File: src/rtl/nibbler_fetch_pkg.sv
// Shared types and default widths for the Nibbler instruction fetch stage.
package nibbler_fetch_pkg;

  typedef enum logic [1:0] {
    IDLE = 2'd0,
    RUN  = 2'd1,
    HALT = 2'd2
  } fetch_state_e;

  localparam int DEF_OPC_W  = 4;
  localparam int DEF_OPR_W  = 4;
  localparam int DEF_PC_W   = 12;
  localparam int DEF_QDEPTH = 2;

endpackage

File: src/rtl/fetch_fifo.sv
// Prefetch queue for fetched program bytes; flush empties it in one cycle.
module fetch_fifo #(
  parameter int W     = 8,
  parameter int DEPTH = 2
) (
  input  logic                         clk,
  input  logic                         reset,
  input  logic                         push,
  input  logic                         pop,
  input  logic                         flush,
  input  logic [W-1:0]                 din,
  output logic [$clog2(DEPTH+1)-1:0]   count,
  output logic [W-1:0]                 head
);

  localparam int PW = (DEPTH > 1) ? $clog2(DEPTH) : 1;
  localparam int CW = $clog2(DEPTH + 1);

  logic [W-1:0]  mem [DEPTH];
  logic [PW-1:0] rd_ptr;
  logic [PW-1:0] wr_ptr;

  function automatic logic [PW-1:0] nxt(input logic [PW-1:0] p);
    return (p == PW'(DEPTH - 1)) ? '0 : p + PW'(1);
  endfunction

  always_ff @(posedge clk) begin
    if (push && !flush) mem[wr_ptr] <= din;
  end

  always_ff @(posedge clk) begin
    if (reset || flush) begin
      rd_ptr <= '0;
      wr_ptr <= '0;
      count  <= '0;
    end else begin
      if (push) wr_ptr <= nxt(wr_ptr);
      if (pop)  rd_ptr <= nxt(rd_ptr);
      if (push && !pop)      count <= count + CW'(1);
      else if (pop && !push) count <= count - CW'(1);
    end
  end

  assign head = (count != '0) ? mem[rd_ptr] : '0;

endmodule

File: src/rtl/fetch_stage.sv
// Nibbler fetch stage: pc, run/halt FSM and fetch issue in front of a prefetch queue.
// Optional FETCH_PHASE_EN adds a 'phase' input; fetches then only issue while phase=0.
//
// state | meaning
// IDLE  | out of reset, no fetch yet
// RUN   | issuing sequential fetches while queue space allows
// HALT  | no new fetches, queue drains through the handshake
module fetch_stage
  import nibbler_fetch_pkg::*;
#(
  parameter int OPC_W  = DEF_OPC_W,
  parameter int OPR_W  = DEF_OPR_W,
  parameter int PC_W   = DEF_PC_W,
  parameter int QDEPTH = DEF_QDEPTH
) (
  input  logic                   clk,
  input  logic                   reset,
`ifdef FETCH_PHASE_EN
  input  logic                   phase,
`endif
  output logic [PC_W-1:0]        prog_addr,
  output logic                   prog_req,
  input  logic [OPC_W+OPR_W-1:0] prog_data,
  input  logic                   jump_en,
  input  logic [PC_W-1:0]        jump_addr,
  input  logic                   halt,
  output logic                   instr_valid,
  input  logic                   instr_ready,
  output logic [OPC_W-1:0]       instruction,
  output logic [OPR_W-1:0]       operand
);

  localparam int W  = OPC_W + OPR_W;
  localparam int CW = $clog2(QDEPTH + 1);
  localparam int OW = CW + 1;

  fetch_state_e   state;
  logic [PC_W-1:0] pc;
  logic           inflight;
  logic [CW-1:0]  count;
  logic [W-1:0]   head;
  logic           push;
  logic           pop;
  logic           flush;
  logic           issue;
  logic           phase_ok;
  logic [OW-1:0]  occ;

`ifdef FETCH_PHASE_EN
  assign phase_ok = !phase;
`else
  assign phase_ok = 1'b1;
`endif

  assign instr_valid = !reset && (count != '0);
  assign pop         = instr_valid && instr_ready && !jump_en;
  assign push        = inflight && !jump_en;
  assign flush       = jump_en && (state != IDLE);

  // Slot freed by this cycle's pop counts as space, giving one fetch per cycle in steady state.
  assign occ   = OW'(count) + OW'(inflight) - OW'(pop);
  assign issue = !reset && (state == RUN) && !jump_en && !halt && phase_ok &&
                 (occ < OW'(QDEPTH));

  assign prog_req    = issue;
  assign prog_addr   = reset ? '0 : pc;
  assign instruction = instr_valid ? head[W-1:OPR_W] : '0;
  assign operand     = instr_valid ? head[OPR_W-1:0] : '0;

  always_ff @(posedge clk) begin
    if (reset) begin
      state    <= IDLE;
      pc       <= '0;
      inflight <= 1'b0;
    end else begin
      inflight <= issue;
      if (flush)      pc <= jump_addr;
      else if (issue) pc <= pc + PC_W'(1);
      case (state)
        IDLE:    state <= RUN;
        RUN:     if (halt) state <= HALT;
        HALT:    if (!halt) state <= RUN;
        default: state <= IDLE;
      endcase
    end
  end

  fetch_fifo #(
    .W     (W),
    .DEPTH (QDEPTH)
  ) u_fifo (
    .clk   (clk),
    .reset (reset),
    .push  (push),
    .pop   (pop),
    .flush (flush),
    .din   (prog_data),
    .count (count),
    .head  (head)
  );

endmodule

File: config.mk
export PLATFORM = sky130hd
export DESIGN_NAME = fetch_stage
export DESIGN_NICKNAME = d
export VERILOG_FILES = /design/src/rtl/nibbler_fetch_pkg.sv /design/src/rtl/fetch_fifo.sv /design/src/rtl/fetch_stage.sv
export SDC_FILE = /design/constraint.sdc
export NUM_CORES = 1
export LEC_CHECK = 0
export ABC_AREA = 1
export BUFFER_PORTS_ARGS = -buffer_cell sky130_fd_sc_hd__buf_2
export CAP_MARGIN = 10
export CELL_PAD_IN_SITES_DETAIL_PLACEMENT = 0
export CELL_PAD_IN_SITES_GLOBAL_PLACEMENT = 2
export CORE_UTILIZATION = 32
export CTS_BUF_LIST = sky130_fd_sc_hd__clkbuf_4 sky130_fd_sc_hd__clkbuf_8 sky130_fd_sc_hd__clkbuf_16
export DETAILED_ROUTE_END_ITERATION = 8
export PLACE_DENSITY_LB_ADDON = 0.05
export SKIP_CTS_REPAIR_TIMING = 1
export SYNTH_ARGS = -nofsm -noshare
export SYNTH_HDL_FRONTEND = slang
export SYNTH_SLANG_ARGS = --single-unit
File: constraint.sdc
create_clock -name clk -period 6.75 [get_ports clk]
set_input_delay 1.0125 -clock clk [delete_from_list [all_inputs] [get_ports clk]]
set_output_delay 1.0125 -clock clk [all_outputs]
set_load 0.005 [all_outputs]
Word level (Yosys, flattened, before mapping)
Memories as Yosys holds them, arrays and structs flattened. A register that Yosys moved wholly into a read port is not among the register bits.
Cells that the tools add are included.
- $add $sub $neg: 7
- $mul: 0
- div/mod/pow operators: 0
- $lt $le $gt $ge: 1
- equal/unequal tests: 4
- shift operators: 0
- muxes and demuxes: 17
- bitwise gates (word level): 0
- reduce and logical (&&, ||, !) cells: 25
- operators by type and width (cell ; number):
    $mux W12 ; 3
    $add A12 B1 Y12 const B ; 1
    $logic_and A1 B1 Y1 ; 12
    $mux W2 ; 4
    $mux W4 ; 2
    $mux W8 ; 1
    $reduce_bool A2 Y1 ; 4
    $logic_not A1 Y1 ; 6
    $mux W1 ; 6
    $pmux W2 S3 ; 1
    $ne A2 B2 Y1 const B ; 2
    $add A2 B1 Y3 ; 1
    $lt A3 B2 Y1 const B ; 1
    $sub A3 B1 Y3 ; 1
    $add A1 B1 Y1 const B ; 2
    $add A2 B1 Y2 const B ; 1
    $eq A2 B1 Y1 const B ; 1
    $eq A2 B2 Y1 const B ; 1
    $logic_not A2 Y1 ; 1
    $reduce_and A2 Y1 ; 1
    $sub A2 B1 Y2 const B ; 1
    $logic_or A1 B1 Y1 ; 1
- flip-flop bits (word level): 19
- latch bits: 0
- RAM bits: 16
- memory bits (read-only): 0
- input port bits: 25
- memories: 1
- memory list (memory ; words ; bits a word ; rd ports ; clocked after Yosys merged registers in ; write ports ; line ; text):
    u_fifo.mem ; 2 ; 8 ; 1 ; 1 ; 1 ; fetch_fifo.sv:19 ; logic [W-1:0] mem [DEPTH];

Longest topological paths before layout
Gate-level depths: netlist (run 1).
- depth in word-level cells: 9
- depth in mapped cells: 18

By module
A second synthesis (run 1) with hierarchy kept.
- cell total of the unflattened synthesis: 282
- area, all modules: 1974.4 um^2
- modules (own cells, without submodules) (module ; instances ; cells an instance ; area each (um^2) ; sequential area each (um^2)):
    fetch_stage ; 1 ; 208 ; 1156.1 ; 300.3
    fetch_fifo ; 1 ; 74 ; 818.3 ; 580.6

Least setup slack after synthesis (run 1)
OpenSTA, ideal clock, no wires.
- path type: input to output
- from: in reset
- to: out prog_req
- arrival time: 2732 ps
- required time: 5738 ps
- path slack: 3005 ps
- stages on the path: 12
- cell sequence: buf_6 a21oi_4 nand3_2 inv_1 ha_1 inv_1 nand2_1 fa_1 nand2_1 nor2_2 inv_1 nor2_2
- longest elaborated chain between the ends: 7
- elaborated cells between the ends (all ways): 10
- classes of those cells: add/sub (1); order compare (1); reduce/logical (8)
- RTL lines (what ; line ; text):
    start, declared ; fetch_stage.sv:17 ; input logic reset,
    $logic_not A1 Y1 ; fetch_stage.sv:55 ; assign instr_valid = !reset && (count != '0);
    $logic_and A1 B1 Y1 ; fetch_stage.sv:55 ;
    net instr_valid ; fetch_stage.sv:27 ; output logic instr_valid,
    $logic_and A1 B1 Y1 (2 in a row) ; fetch_stage.sv:56 ; assign pop = instr_valid && instr_ready && !jump_en;
    net pop ; fetch_stage.sv:43 ; logic pop;
    $sub A3 B1 Y3 ; fetch_stage.sv:61 ; assign occ = OW'(count) + OW'(inflight) - OW'(pop);
    $lt A3 B2 Y1 ; fetch_stage.sv:63 ; (occ < OW'(QDEPTH));
    $logic_and A1 B1 Y1 ; fetch_stage.sv:62 ; assign issue = !reset && (state == RUN) && !jump_en && !halt && phase_ok &&
    end, declared ; fetch_stage.sv:22 ; output logic prog_req,
The timed path passes the listed nets, and every way through them passes these cells.

Worst setup path in the final report (run 1)
- from: in reset
- to: out prog_req
- longest elaborated chain between the ends: 7
- elaborated cells between the ends (all ways): 10
- classes of those cells: add/sub (1); order compare (1); reduce/logical (8)
- RTL lines (what ; line):
    $logic_not A1 Y1 ; fetch_stage.sv:55
    $logic_and A1 B1 Y1 ; fetch_stage.sv:55
    $logic_and A1 B1 Y1 (2 in a row) ; fetch_stage.sv:56
    net pop ; fetch_stage.sv:43
    $sub A3 B1 Y3 ; fetch_stage.sv:61
    $lt A3 B2 Y1 ; fetch_stage.sv:63
    $logic_and A1 B1 Y1 ; fetch_stage.sv:62
The timed path passes the listed nets, and every way through them passes these cells.

==> out/qor.log, run 1 <==
INFO  cts            tritoncts_num_sinks=36
INFO  sta            worst_clock_skew=4.67ps
INFO  sta            number_of_max_slew_violations_in_the_final_report=0
INFO  setup_path     timing.rr.start=u_fifo.count[1]
INFO  grt            grt_start_max_net_pins=20
INFO  sta            timing.final.setup_violations=0
INFO  run_status     run_status=finished, final reports clean
INFO  setup_path     criticalPathCategory=in -> out
INFO  cells_and_area n_antenna_cell=0
INFO  placement      detailedPlacementHpwl=3450um
INFO  floorplanning  core_area=5960squm
INFO  logic_synthesis ys_seq_area_frac=0.444
INFO  placement      io_buffer_count=46
INFO  setup_path     startpoint_type=input pin
INFO  setup_path     r2r-end=pc[0]
INFO  floorplanning  die_area=6510squm
INFO  sta            max_freq=236MHz
INFO  hold_path      hold_path.class=reg -> reg
INFO  logic_synthesis postSynthNetCount=284
INFO  drt            firstDrtPassIters=4
INFO  hold_path      worstHoldEndpoint=u_fifo.rd_ptr
INFO  cells_and_area area_of_all_sequential_standard_cells=881squm
INFO  floorplanning  horizontal_die_dimension=80.7um
INFO  setup_path     regToRegSetupSlack=4110ps
INFO  grt            grt.busiest_layer=met2
INFO  grt            groute.usage.overall=0.160
INFO  setup_path     worst_ep_required_time=5740ps
INFO  drt            drt-wirelength-per-cell=12.5um
INFO  drt            vias_per_cell=4.49
INFO  setup_path     critPathArrivalTime=3230ps
INFO  logic_synthesis syn-instance-count=255
INFO  setup_path     crit_path_max_fanout=16
INFO  grt            gr-usage-met2=0.283
INFO  cts            ctsRootBufferMaster=sky130_fd_sc_hd__clkbuf_8
INFO  grt            grt_use_met3=0.0307
INFO  logic_synthesis netlist_area=1980squm
INFO  logic_synthesis seq_cells_post_synth=36
INFO  sta            timing.slew.headroom=0.479
INFO  grt            congestion_overflow_gr=0
INFO  grt            antenna_found_initial=0
INFO  power_and_ir_drop power.static_leakage=1.13nW
INFO  job            cap_viol_max_count=0
INFO  cts            cts_tree=built
INFO  cells_and_area final_nets=333
INFO  floorplanning  number_of_standard_cell_rows_in_the_floorplan=28
INFO  grt            global_route_wire_length_before_repair=7800um
INFO  grt            grt_use_met1=0.194
INFO  cts            h-tree-depth=2
INFO  sta            hold_viol_final=0
INFO  sta            setup-tns-final=0ps
INFO  sta            grt_setup_unrepaired=false
INFO  drt            route.antenna.remaining_nets=0
INFO  hold_path      hold-path-cell-count=2
INFO  sta            worstMarginPinSlew=779ps
INFO  sta            period_utilization=0.629
INFO  floorplanning  die_height=80.7um
INFO  placement      place.gp.congestion=0.716
INFO  floorplanning  initial_standard_cell_utilization_of_the_core=0.333
INFO  setup_path     worstRegToRegCells=15
INFO  drt            drt_drc=0
INFO  floorplanning  ios=47
INFO  sta            shortest_clock_period_the_worst_path_allows_after_layout=4250ps
INFO  power_and_ir_drop worst_ir_drop_vdd=0.0845mV
INFO  cells_and_area syn_to_final_growth=19.3%
INFO  drt            num_vias=1708
INFO  cells_and_area layout.core_utilization=0.397
INFO  logic_synthesis synth-warning-count=0
INFO  grt            grt_pass1_vias=1607
INFO  cells_and_area layout-drive-gt1-share=0.262
INFO  setup_path     end_kind=output port
INFO  cells_and_area multi_input_area=920squm
INFO  cts            cts-root-to-sink-buffers=2
INFO  cells_and_area fillers=672
INFO  hold_path      hp-start=u_fifo.rd_ptr
INFO  drt            detailedRoute.firstIterationViolations=80
INFO  drt            postRouteWirelength=4740um
INFO  logic_synthesis synth.avg_cell_area=7.77squm
INFO  power_and_ir_drop power-per-cell-area=191nW/um^2
INFO  cts            reg_clk_slew_reported_paths=70ps
INFO  cts            clock_buffer_count_from_cts=5
INFO  cts            clk_latency=280ps
INFO  logic_synthesis synth_cell_type_count=32
synthesized netlist by cell type (all sizes together):
library cell | number | area (sq um)
a21oi | 11 | 66.3
buf | 4 | 28.8
clkinv | 1 | 3.75
dfxtp | 20 | 400
edfxtp | 16 | 480
fa | 1 | 20.0
ha | 3 | 37.5
inv | 39 | 149
mux2 | 8 | 90.1
nand2 | 68 | 297
nand3 | 17 | 90.1
nand4 | 1 | 6.26
nor2 | 44 | 190
nor3 | 3 | 15.0
nor3b | 1 | 7.51
o211ai | 1 | 7.51
o21ai | 14 | 70.1
o21bai | 1 | 7.51
or2 | 1 | 6.26
xor2 | 1 | 8.76
registers in the layout, summed over array words and instances, names as in the netlist, named ones only:
name           cells
u_fifo.mem        16
pc                12
state              2
u_fifo.count       2
inflight           1
u_fifo.rd_ptr      1
u_fifo.wr_ptr      1
layout make-up:
cell class	instances	area share
clock buffer	5	0.0291
sequential	36	0.372
timing repair buffer	46	0.0974
inverter	40	0.0646
clock inverter	3	0.00794
multi-input combinational	175	0.389
tap	75	0.0397
report_power, final:
group,switching [mW],internal [mW]
logic,0.0357,0.0211
clock network,0.0840,0.0720
registers,0.00512,0.233
layer usage:
layer	vias up	part of all wire
met3	4	0.039
met2	37	0.48
li1	903	-
met4	0	0.0078
met5	-	0
met1	764	0.48
cells by family after synthesis:
family,synth area share
simple gates,0.309
mux,0.0455
xor+xnor,0.00442
flops,0.444
fa+ha+maj,0.0290
compound gates,0.0764
buf+inv,0.0915
placed cells by master (no fill, tap or decap), types with 4 or more instances in the layout:
cell,n
sky130_fd_sc_hd__nand2_1,63
sky130_fd_sc_hd__buf_2,46
sky130_fd_sc_hd__nor2_1,38
sky130_fd_sc_hd__inv_1,35
sky130_fd_sc_hd__dfxtp_1,20
sky130_fd_sc_hd__nand3_1,16
sky130_fd_sc_hd__edfxtp_1,16
sky130_fd_sc_hd__a21oi_1,10
sky130_fd_sc_hd__o21ai_0,9
sky130_fd_sc_hd__mux2_2,8
sky130_fd_sc_hd__o21ai_1,5
sky130_fd_sc_hd__clkbuf_8,5
sky130_fd_sc_hd__nor2_2,4
per-stage QoR:
step | setup slack, ps | area, sq um | power [mW] | std cells | hold WS [ps]
floorplan | 3010 | 1980 | 0.281 | 255 | 453
global placement | 2560 | 2280 | 0.302 | 372 | 477
detailed placement | 2490 | 2280 | 0.302 | 372 | 476
CTS | 2490 | 2360 | 0.460 | 380 | 489
global route | 2350 | 2360 | 0.478 | 380 | 515
finish | 2500 | 2360 | 0.451 | 380 | 489
how the worst max path moves through the flow:
| stage | start | to | slack (ps) | cells past startpoint |
|---|---|---|---|---|
| 6_report | reset | prog_req | 2500 | 13 |
| 2_1_floorplan | reset | prog_req | 3010 | 12 |
| 5_1_grt | reset | prog_req | 2350 | 13 |
| 3_3_place_gp | reset | prog_req | 2560 | 13 |
| 4_1_cts | reset | prog_req | 2490 | 13 |
| 3_5_place_dp | reset | prog_req | 2490 | 13 |
critical path: stages:
cell,delay (ps)
sky130_fd_sc_hd__buf_2,230
sky130_fd_sc_hd__a21oi_4,310
sky130_fd_sc_hd__nand3_2,170
sky130_fd_sc_hd__inv_1,90
sky130_fd_sc_hd__ha_1,220
sky130_fd_sc_hd__inv_1,50
sky130_fd_sc_hd__nand2_1,50
sky130_fd_sc_hd__fa_1,480
sky130_fd_sc_hd__nand2_1,60
sky130_fd_sc_hd__nor2_2,170
sky130_fd_sc_hd__inv_1,90
sky130_fd_sc_hd__nor2_2,140
sky130_fd_sc_hd__buf_2,130
(Power assumes the default switching activity.)
==> run 2: changes to the inputs <==
- CORE_UTILIZATION: 32 -> 27
- clock period: 6.75 -> 3.7 ns (I/O delays scaled with it)
==> out/qor.log, run 2 (synthesis results as in run 1) <==
INFO  drt            vias_per_cell=4.23
INFO  cells_and_area final_cells=402
INFO  grt            grt_start_max_net_pins=20
INFO  cells_and_area layout.core_utilization=0.349
INFO  floorplanning  ios=47
INFO  cts            clock_buffer_count_from_cts=5
INFO  placement      detailedPlacementHpwl=3610um
INFO  cells_and_area syn_to_final_growth=22.2%
INFO  sta            timing.slew.headroom=0.508
INFO  cts            ctsRootBufferMaster=sky130_fd_sc_hd__clkbuf_8
INFO  cells_and_area most-common-layout-cells=sky130_fd_sc_hd__nand2_1 (63), sky130_fd_sc_hd__buf_2 (46), sky130_fd_sc_hd__nor2_1 (38), sky130_fd_sc_hd__inv_1 (35), sky130_fd_sc_hd__dfxtp_1 (20)
INFO  setup_path     crit_path_max_fanout=16
INFO  drt            drt-wirelength-per-cell=12.2um
INFO  cts            cts-root-to-sink-buffers=2
INFO  sta            worst_clock_skew=3.27ps
INFO  sta            timing.hold.ws=452ps
INFO  cells_and_area most_flops_register=u_fifo.mem
INFO  cts            clk_latency=290ps
INFO  power_and_ir_drop power.static_leakage=1.14nW
INFO  power_and_ir_drop sequentialPowerShare=0.488
INFO  sta            shortest_clock_period_the_worst_path_allows_after_layout=3100ps
INFO  cells_and_area final_nets=334
INFO  sta            number_of_max_slew_violations_in_the_final_report=0
INFO  cells_and_area fillers=766
INFO  floorplanning  core_area=6940squm
INFO  setup_path     worst_ep_required_time=3140ps
INFO  power_and_ir_drop power-per-cell-area=368nW/um^2
INFO  cells_and_area most_frequent_standard_cell_in_the_layout_excluding_fill_and_tap_cells=sky130_fd_sc_hd__nand2_1
INFO  cts            h-tree-depth=2
INFO  drt            num_vias=1702
INFO  grt            global_route_wire_length_before_repair=7910um
INFO  cells_and_area layout_top_registers=u_fifo.mem x16, pc x12
INFO  grt            groute.usage.overall=0.138
INFO  run_status     run_status=finished, final reports clean
INFO  cells_and_area area_of_all_sequential_standard_cells=881squm
INFO  power_and_ir_drop sw_frac_of_total=0.255
INFO  cts            tritoncts_num_sinks=36
INFO  hold_path      hold_path.class=in -> reg
INFO  power_and_ir_drop switching_power=0.228mW
INFO  drt            detailedRoute.firstIterationViolations=82
INFO  cells_and_area multi_input_area=920squm
INFO  cells_and_area largest_register_ffs=16
INFO  setup_path     critPathArrivalTime=2540ps
INFO  grt            congestion_overflow_gr=0
INFO  power_and_ir_drop combinationalPowerShare=0.117
INFO  power_and_ir_drop internal-power=0.664mW
INFO  sta            period_utilization=0.837
INFO  power_and_ir_drop worst_ir_drop_vdd=0.125mV
INFO  drt            postRouteWirelength=4900um
INFO  cells_and_area n_antenna_cell=0
INFO  cts            cts_tree=built
INFO  placement      dp.cells=394
INFO  sta            setup-tns-final=0ps
INFO  floorplanning  die_area=7690squm
INFO  setup_path     end_kind=output port
INFO  power_and_ir_drop power.share.clock=0.395
INFO  power_and_ir_drop total_power_draw=0.892mW
INFO  setup_path     startpoint_type=input pin
INFO  floorplanning  die_height=87.7um
INFO  grt            antenna_found_initial=0
INFO  floorplanning  initial_standard_cell_utilization_of_the_core=0.285
INFO  sta            hold_viol_final=0
INFO  floorplanning  number_of_standard_cell_rows_in_the_floorplan=30
INFO  floorplanning  horizontal_die_dimension=87.7um
INFO  drt            drt_drc=0
INFO  job            cap_viol_max_count=0
INFO  placement      io_buffer_count=46
INFO  setup_path     criticalPathCategory=in -> out
INFO  cts            reg_clk_slew_reported_paths=80ps
INFO  drt            route.antenna.remaining_nets=0
INFO  sta            worstMarginPinSlew=735ps
INFO  placement      place.gp.congestion=0.702
INFO  drt            firstDrtPassIters=4
INFO  sta            grt_setup_unrepaired=false
INFO  sta            max_freq=323MHz
INFO  cells_and_area layout-drive-gt1-share=0.265
INFO  grt            grt_pass1_vias=1619
INFO  sta            timing.final.setup_violations=0
## run 2: cell types whose count changed in the layout (fill, tap and decap cells not counted), sizes merged
cell / previous run / this run
clkinv: 4 / 2
clkinvlp: 0 / 1
bufinv: 0 / 1
buf: 46 / 47
## run 2: per-layer routing
metal  vias up  track usage  wire [um]
li1        901            -          -
met1       757        0.174       2410
met2        38        0.229       2240
met3         6       0.0283        165
met4         0       0.0581         85
met5         -            0          0
## run 2: through the flow
step | setup slack, ps | cell area, sq um
after detailed placement | 560 | 2310
after floorplan | 870 | 1980
after CTS | 555 | 2420
final | 602 | 2420
after global placement | 607 | 2310
after global routing | 406 | 2420
## run 2: critical path, stage by stage
cell                      delay (ps)
sky130_fd_sc_hd__buf_2           230
sky130_fd_sc_hd__a21oi_4         180
sky130_fd_sc_hd__nand3_2         130
sky130_fd_sc_hd__inv_1            80
sky130_fd_sc_hd__ha_1            220
sky130_fd_sc_hd__inv_1            50
sky130_fd_sc_hd__nand2_1          50
sky130_fd_sc_hd__fa_1            480
sky130_fd_sc_hd__nand2_1          60
sky130_fd_sc_hd__nor2_2          160
sky130_fd_sc_hd__inv_1            90
sky130_fd_sc_hd__nor2_2          130
sky130_fd_sc_hd__buf_2           130
## run 2: final cells by class
cell class,count,area share
inverter,40,0.0630
sequential,36,0.364
multi-input combinational,175,0.380
clock inverter,3,0.0176
tap,96,0.0496
timing repair buffer,47,0.0981
clock buffer,5,0.0284
## run 2: power by group through the flow
stage                     sequential (mW)  combinational (mW)  clock, mW
after detailed placement            0.444               0.107          0
after floorplan                     0.442              0.0704          0
final                               0.435               0.104      0.352
after CTS                           0.435               0.108      0.369
after global placement              0.445               0.108          0
after global routing                0.438               0.119      0.383
## run 2: worst paths after layout
kind         cells after the start            start          endpoint  slack, ps
max                             13            reset          prog_req        600
min                              1     prog_data[1]  u_fifo.mem[0][1]        450
max reg2reg                     15  u_fifo.count[1]             pc[0]       1240
min reg2reg                      2    u_fifo.rd_ptr     u_fifo.rd_ptr        490
==> run 3: changes to the inputs <==
- clock period: 3.7 -> 2.8 ns (I/O delays scaled with it)
==> out/qor.log, run 3 (synthesis results as in run 1) <==
INFO  power_and_ir_drop total_power_draw=1.18mW
INFO  drt            num_vias=1739
INFO  setup_path     worstRegToRegCells=17
INFO  setup_path     worst_ep_required_time=2380ps
INFO  cells_and_area fillers=768
INFO  power_and_ir_drop sequentialPowerShare=0.487
INFO  floorplanning  number_of_standard_cell_rows_in_the_floorplan=30
INFO  setup_path     crit_slowest_cell=sky130_fd_sc_hd__fa_1
INFO  grt            global_route_wire_length_before_repair=7960um
INFO  placement      detailedPlacementHpwl=3580um
INFO  sta            timing.slew.headroom=0.476
INFO  drt            postRouteWirelength=4940um
INFO  power_and_ir_drop switching_power=0.300mW
INFO  setup_path     r2r-end=pc[11]
INFO  power_and_ir_drop combinationalPowerShare=0.124
INFO  sta            period_utilization=0.985
INFO  power_and_ir_drop power-per-cell-area=469nW/um^2
INFO  power_and_ir_drop power.share.clock=0.390
INFO  power_and_ir_drop sw_frac_of_total=0.254
INFO  setup_path     end_kind=output port
INFO  cts            clk_latency=280ps
INFO  cts            clock_buffer_count_from_cts=5
INFO  power_and_ir_drop worst_ir_drop_vdd=0.209mV
INFO  cells_and_area most_frequent_standard_cell_in_the_layout_excluding_fill_and_tap_cells=sky130_fd_sc_hd__nand2_1
INFO  placement      placed_cell_area=2320squm
INFO  sta            max_freq=363MHz
INFO  floorplanning  horizontal_die_dimension=87.7um
INFO  hold_path      hold_path.class=in -> reg
INFO  sta            number_of_max_slew_violations_in_the_final_report=0
INFO  cells_and_area layout.core_utilization=0.363
INFO  cts            cts-root-to-sink-buffers=2
INFO  drt            drt-wirelength-per-cell=12.0um
INFO  placement      dp.cells=395
INFO  grt            grt_start_max_net_pins=20
INFO  cts            reg_clk_slew_reported_paths=70ps
INFO  floorplanning  core_area=6940squm
INFO  hold_path      hold-path-cell-count=1
INFO  floorplanning  ios=47
INFO  setup_path     crit_path_max_fanout=4
INFO  cts            tritoncts_num_sinks=36
INFO  cells_and_area most_flops_register=u_fifo.mem
INFO  cells_and_area most-common-layout-cells=sky130_fd_sc_hd__nand2_1 (61), sky130_fd_sc_hd__buf_2 (46), sky130_fd_sc_hd__nor2_1 (38), sky130_fd_sc_hd__inv_1 (32), sky130_fd_sc_hd__dfxtp_1 (18)
INFO  grt            groute.usage.overall=0.138
INFO  cells_and_area largest_register_ffs=16
INFO  cells_and_area final_cells=410
INFO  sta            shortest_clock_period_the_worst_path_allows_after_layout=2760ps
INFO  hold_path      hp-start=prog_data[6]
INFO  setup_path     critical-path-max-stage-delay=560ps
INFO  power_and_ir_drop power.static_leakage=1.18nW
INFO  job            cap_viol_max_count=0
INFO  floorplanning  die_area=7690squm
INFO  setup_path     critPathArrivalTime=2340ps
INFO  cts            ctsRootBufferMaster=sky130_fd_sc_hd__clkbuf_8
INFO  floorplanning  die_height=87.7um
INFO  hold_path      worstHoldEndpoint=u_fifo.mem[1][6]
INFO  cells_and_area n_antenna_cell=0
INFO  sta            timing.final.setup_violations=0
INFO  sta            worstMarginPinSlew=783ps
INFO  setup_path     path_delay_family=adder cells
INFO  power_and_ir_drop internal-power=0.883mW
INFO  floorplanning  initial_standard_cell_utilization_of_the_core=0.285
INFO  cells_and_area layout_top_registers=u_fifo.mem x16, pc x12
INFO  sta            grt_setup_unrepaired=true
INFO  cells_and_area syn_to_final_growth=27.3%
INFO  sta            hold_viol_final=0
INFO  cells_and_area final_nets=342
INFO  grt            grt_pass1_vias=1659
INFO  grt            antenna_found_initial=0
INFO  cells_and_area layout-drive-gt1-share=0.309
INFO  drt            vias_per_cell=4.24
INFO  cts            h-tree-depth=2
INFO  cells_and_area post-route-cell-area=2520squm
INFO  drt            firstDrtPassIters=4
INFO  cts            cts_tree=built
INFO  setup_path     startpoint_type=flip-flop
INFO  placement      place.gp.congestion=0.732
INFO  sta            worst_clock_skew=6.83ps
INFO  placement      io_buffer_count=46
INFO  setup_path     worstPathBufferInverterCount=5
INFO  setup_path     criticalPathCategory=reg -> out
INFO  run_status     run_status=finished, final reports clean
INFO  setup_path     critical_path.most_common_cell=sky130_fd_sc_hd__inv_2
INFO  setup_path     critical_path.startpoint=u_fifo.count[0]
INFO  setup_path     crit_chain=inv_4 -> a21oi_4 -> nand3_4 -> inv_2 -> ha_4 -> inv_2 -> nand2_2 -> fa_1 -> nand2_2 -> nor2_4 -> inv_2 -> nor2_4 -> buf_2
INFO  drt            route.antenna.remaining_nets=0
INFO  drt            drt_drc=0
INFO  grt            congestion_overflow_gr=0
INFO  drt            detailedRoute.firstIterationViolations=62
INFO  setup_path     regToRegSetupSlack=390ps
INFO  setup_path     timing.rr.start=u_fifo.count[0]
[run 3: power by group through the flow]
stage / logic, mW / clock network, mW / registers (mW)
2_1_floorplan: 0.0930 / 0 / 0.584
3_3_place_gp: 0.144 / 0 / 0.588
3_5_place_dp: 0.142 / 0 / 0.588
4_1_cts: 0.143 / 0.482 / 0.576
5_1_grt: 0.167 / 0.500 / 0.578
6_report: 0.146 / 0.461 / 0.576
[run 3: per-layer routing]
layer,global-route usage,share of wire
met5,0,0
met4,0.0402,0.0073
met3,0.0302,0.039
met2,0.248,0.48
met1,0.166,0.47
[run 3: cell type report]
type | instances | area, sq um | area share
timing repair buffer | 55 | 298 | 0.118
multi-input combinational | 175 | 955 | 0.378
clock buffer | 5 | 68.8 | 0.0273
clock inverter | 3 | 42.5 | 0.0169
tap | 96 | 120 | 0.0476
sequential | 36 | 883 | 0.350
inverter | 40 | 155 | 0.0615
[run 3: stage by stage]
step | worst slack (ps) | hold WS [ps] | setup TNS [ps]
final | 42.8 | 322 | 0
after global routing | -87.2 | 304 | -87.2
after CTS | -149 | 309 | -149
after detailed placement | 132 | 475 | 0
after global placement | 148 | 473 | 0
after floorplan | 240 | 453 | 0
[run 3: worst max path at each step]
stage                     to  slack (ps)  cells past startpoint
floorplan           prog_req         240                     12
global placement    prog_req         150                     13
detailed placement  prog_req         130                     13
CTS                 prog_req        -150                     13
global route        prog_req         -90                     13
finish              prog_req          40                     13
